<file path="src/rtl/fetch_stage.sv">
// Instruction fetch stage and IF/ID pipeline register for the pipelined RV32I core.
// Build option: define FETCH_NOP_BUBBLE_EN to make bubbles carry addi x0,x0,0 instead of zero.
module fetch_stage #(
  parameter logic [31:0] RESET_PC = 32'h0000_0000
) (
  input  logic        clk,
  input  logic        rst,
  input  logic        StallF,
  input  logic        StallD,
  input  logic        FlushD,
  input  logic        PCSrcE,
  input  logic [31:0] PCTargetE,
  output logic        ImemReq,
  output logic [31:0] ImemAddr,
  input  logic        ImemGnt,
  input  logic        ImemRValid,
  input  logic [31:0] ImemRData,
  output logic [31:0] InstrD,
  output logic [31:0] PCD,
  output logic [31:0] PCPlus4D,
  output logic        ValidD,
  output logic [1:0]  dbg_state
);

`ifdef FETCH_NOP_BUBBLE_EN
  localparam logic [31:0] BUBBLE = 32'h0000_0013;
`else
  localparam logic [31:0] BUBBLE = 32'h0000_0000;
`endif

  // Handshake: a request transfers on a cycle where ImemReq && ImemGnt; ImemReq may
  // drop without a grant (stall or redirect). Exactly one request is outstanding, and
  // its response is the next ImemRValid pulse seen in S_WAIT (no back-pressure on it).
  typedef enum logic [1:0] {
    S_REQ  = 2'd0,
    S_WAIT = 2'd1,
    S_HOLD = 2'd2
  } state_t;

  state_t      state, state_n;
  logic [31:0] pcf, pcf_n;
  logic [31:0] reqpc, reqpc_n;
  logic [31:0] hold_instr, hold_instr_n;
  logic [31:0] hold_pc, hold_pc_n;
  logic        kill, kill_n;
  logic        deliver;
  logic [31:0] dlv_instr;
  logic [31:0] dlv_pc;

  assign ImemAddr  = pcf;
  assign dbg_state = state;

  always_comb begin
    state_n      = state;
    pcf_n        = pcf;
    reqpc_n      = reqpc;
    hold_instr_n = hold_instr;
    hold_pc_n    = hold_pc;
    kill_n       = kill;
    deliver      = 1'b0;
    dlv_instr    = ImemRData;
    dlv_pc       = reqpc;
    ImemReq      = 1'b0;

    case (state)
      S_REQ: begin
        ImemReq = !StallF && !PCSrcE;
        if (ImemReq && ImemGnt) begin
          reqpc_n = pcf;
          pcf_n   = pcf + 32'd4;
          state_n = S_WAIT;
        end
      end
      S_WAIT: begin
        if (ImemRValid) begin
          if (kill || PCSrcE) begin
            kill_n  = 1'b0;
            state_n = S_REQ;
          end else if (!StallD) begin
            deliver = 1'b1;
            state_n = S_REQ;
          end else begin
            hold_instr_n = ImemRData;
            hold_pc_n    = reqpc;
            state_n      = S_HOLD;
          end
        end else if (PCSrcE) begin
          // Response is still in flight; remember to throw it away.
          kill_n = 1'b1;
        end
      end
      S_HOLD: begin
        if (PCSrcE || FlushD) begin
          state_n = S_REQ;
        end else if (!StallD) begin
          deliver   = 1'b1;
          dlv_instr = hold_instr;
          dlv_pc    = hold_pc;
          state_n   = S_REQ;
        end
      end
      default: state_n = S_REQ;
    endcase

    // A redirect overrides any grant increment and ignores StallF.
    if (PCSrcE) pcf_n = PCTargetE;
  end

  always_ff @(posedge clk) begin
    if (rst) begin
      state      <= S_REQ;
      pcf        <= RESET_PC;
      reqpc      <= 32'h0;
      hold_instr <= 32'h0;
      hold_pc    <= 32'h0;
      kill       <= 1'b0;
    end else begin
      state      <= state_n;
      pcf        <= pcf_n;
      reqpc      <= reqpc_n;
      hold_instr <= hold_instr_n;
      hold_pc    <= hold_pc_n;
      kill       <= kill_n;
    end
  end

  // IF/ID register: flush beats stall, stall beats a delivery, otherwise a bubble.
  always_ff @(posedge clk) begin
    if (rst || FlushD) begin
      InstrD   <= BUBBLE;
      PCD      <= 32'h0;
      PCPlus4D <= 32'h0;
      ValidD   <= 1'b0;
    end else if (StallD) begin
      InstrD   <= InstrD;
      PCD      <= PCD;
      PCPlus4D <= PCPlus4D;
      ValidD   <= ValidD;
    end else if (deliver) begin
      InstrD   <= dlv_instr;
      PCD      <= dlv_pc;
      PCPlus4D <= dlv_pc + 32'd4;
      ValidD   <= 1'b1;
    end else begin
      InstrD   <= BUBBLE;
      PCD      <= 32'h0;
      PCPlus4D <= 32'h0;
      ValidD   <= 1'b0;
    end
  end

endmodule

</file>
<file path="config.mk">
export PLATFORM = sky130hd
export DESIGN_NAME = fetch_stage
export DESIGN_NICKNAME = d
export VERILOG_FILES = /design/src/rtl/fetch_stage.sv
export SDC_FILE = /design/constraint.sdc
export NUM_CORES = 1
export LEC_CHECK = 0
export CAP_MARGIN = 5
export CORE_MARGIN = 3
export CORE_UTILIZATION = 50
export DETAILED_ROUTE_END_ITERATION = 10
export PLACE_DENSITY = 0.78
export SYNTH_ARGS = -nofsm -noshare
export SYNTH_HDL_FRONTEND = slang
export SYNTH_SLANG_ARGS = --single-unit
</file>
<file path="constraint.sdc">
create_clock -name clk -period 3.9 [get_ports clk]
set_input_delay 0.585 -clock clk [delete_from_list [all_inputs] [get_ports clk]]
set_output_delay 0.585 -clock clk [all_outputs]
set_load 0.1 [all_outputs]
</file>
==> qor.yml <==
timing:
  worstMarginPinSlew_ps: 1040
  drv_slew: 0
  hold_ws_ps: 453
  finalHoldViolations: 0
  fin_crit_ps: 2840
  max_freq_mhz: 352
  fin_crit_sh_pct: 72.9
  setup_ws_ps: 1060
  skew_ps: 13.1
  finalSetupTns_ps: 0
  rsz0062_at_grt: "false"
  setup_viol: 0
  slew_headroom_pct: 30.3
critical_path:
  cp_cell_sequence: "inv_1, ha_1, nor4b_4, mux2i_1, inv_1, ha_1, o21ai_1, nor3_1, xnor2_1, a22o_1"
  endpoint_kind: "flop"
  cp.required_ps: 4300
  arrival_ps: 3250
  cp-start-kind: "flop"
  max_stage_delay_ps: 510
  critPathKind: "reg2reg"
  cp_max_fo: 9
  cpMaxStageDelayCell: "nor4b_4"
  cp_num_buf_inv: 2
  crit_family: "simple AND/OR/NAND/NOR gates"
final_layout:
  final_area_um2: 12900
  antennaDiodeCount: 0
  mostFrequentLayoutCell: "nand2_1"
  regArea_um2: 4520
  finalNetCount: 1502
  layout_common_cells: "317 x nand2_1, 226 x dfxtp_1, 213 x a21oi_1"
  n_fill_cell: 1584
  multi_input_area_um2: 4980
  syn_to_final_growth_pct: 30.3
  final_layout_size_suffix_gt1_share_pct: 5.90
global_route:
  antenna_found_initial: 0
  grt_pass1_wl_um: 45400
  grt_max_degree: 100
  grtUsageTotal_pct: 24.9
  grt_pass1_vias: 8730
  grt-ovfl-total: 0
placement:
  postPlaceCellArea_um2: 12100
  pre_cts_ws_ps: 544
  io_buffer_count: 203
  place_congestion: 0.897
  dpl.hpwl_um: 19100
synthesis:
  synth_area_leaders: "dfxtp_1 46%, nand2_1 12%, a21oi_1 11%, nor2_1 4.7%, mux2i_1 2.9%"
  yosys_warnings: 0
  synth_seq_cells: 226
  synthCells: 1263
  synth_edf_count: 0
  avgSynthCellArea_um2: 7.84
  yosysSeqAreaShare_pct: 45.7
  synth_top_area_cell: "dfxtp_1"
  synth_nets: 1340
  ys_types: 63
  synth_ff_type: "dfxtp_1"
  netlist.area_leader.share_pct: 45.7
  synth_area_um2: 9900
  ys_async_sr_fraction_pct: 0
clock_tree:
  ctsHtreeMaxLevel: 1
  ctsHoldBuffers: 0
  clock_path_buffers: 3
  ctsResizeCount: 0
  clkSinkCount: 226
  cts_tree: "done"
  cts_buffers: 24
  cts_root_buf: "clkbuf_16"
  clk_latency_ps: 520
  post_cts_buffers: 0
  clk_pin_slew_ps: 60
floorplan:
  die_y_um: 147
  rows: 50
  dieArea_um2: 21500
  die_x_um: 147
  start_util_pct: 51.9
  core_area_um2: 19100
  num_io_pins: 204
power_and_ir_drop:
  p_seq_share_pct: 45.3
  clkPwrFrac_pct: 45.2
  p_leak_uw: 0.00433
  combPwrFrac_pct: 9.6
  switching_share_pct: 24.7
  switching_power_uw: 1300
  peakVddDrop_v: 0.000283
  p_per_area_nw_per_um2: 410
  internal-power_uw: 3980
routing:
  final_antenna_net_count: 0
  remaining_drc_errors: 0
  avgViaCountPerCell: 5.63
  drt_iter0_drc: 813
  wire_per_inst_um: 16.6
  first_pass_iters: 6
  vias: 9577
  routed_wl_um: 28300
hold_path:
  hp-class: "reg2reg"
run:
  cap_violations: 0
outcome:
  status: "completed"
==> stage by stage <==
stage | std cells | utilization (%) | total power (uW)
after floorplan | 1263 | - | 2760
after global placement | 1659 | 63.2 | 2940
after detailed placement | 1659 | 63.2 | 2940
after CTS | 1701 | 67.6 | 5320
after global routing | 1701 | 67.6 | 5440
final | 1701 | 67.6 | 5290
==> layer usage <==
layer	routed length, um	part of all wire (%)	vias up	GRT usage [%]
met2	12200	43	431	37.0
li1	-	-	4683	-
met1	13000	46	4406	37.0
met3	2340	8.3	57	4.16
met4	720	2.5	0	7.76
met5	0	0	-	0
==> final cells by class <==
class | count | area share [%]
tap | 260 | 2.52
clock inverter | 7 | 0.902
inverter | 11 | 0.320
multi-input combinational | 938 | 38.6
sequential | 226 | 35.1
timing repair buffer | 224 | 17.0
clock buffer | 35 | 5.61
==> tightest hold or removal path: stages, from the launching register on <==
cell and delay, ps:
dfxtp_1 310, nand2_1 50, a21oi_1 50
==> state kept, by name (all words and copies together) (netlist names) <==
register,count
InstrD,32
kill,1
ValidD,1
dbg_state,2
reqpc,32
hold_instr,32
hold_pc,32
ImemAddr,32
PCD,32
PCPlus4D,30
==> worst paths after layout <==
kind | from | to | slack, ps | cells after the start
worst max-delay path | dbg_state[0] | PCPlus4D[30] | 1060 | 10
worst max register to register | dbg_state[0] | PCPlus4D[30] | 1060 | 10
worst min register to register | hold_instr[7] | hold_instr[7] | 450 | 2
worst min-delay path | hold_instr[7] | hold_instr[7] | 450 | 2
==> power groups by stage <==
stage,Clock (uW),Combinational (uW),Sequential (uW)
global placement,0,499,2440
detailed placement,0,501,2440
global route,2510,536,2400
floorplan,0,179,2580
CTS,2420,504,2390
finish,2390,505,2390
==> logic make-up after synthesis <==
kind of cell,count (synthesis),share of synthesized area [%]
simple gates,557,24.3
flops,226,45.7
xor+xnor,34,3.01
buf+inv,99,4.17
mux,35,3.65
fa+ha+maj,5,0.632
compound gates,307,18.6
==> cell usage after synthesis, types with 8 or more instances <==
master / count
and3_1: 8
nand3_1: 36
nor2_1: 125
inv_1: 10
xor2_1: 13
a22o_1: 19
nand2_1: 317
a21oi_1: 213
dfxtp_1: 226
nor4_1: 10
nand4_1: 10
a22oi_1: 19
clkbuf_1: 71
mux2i_1: 29
nor3_1: 18
xnor2_1: 21
Power figures use the tool's default switching activity.
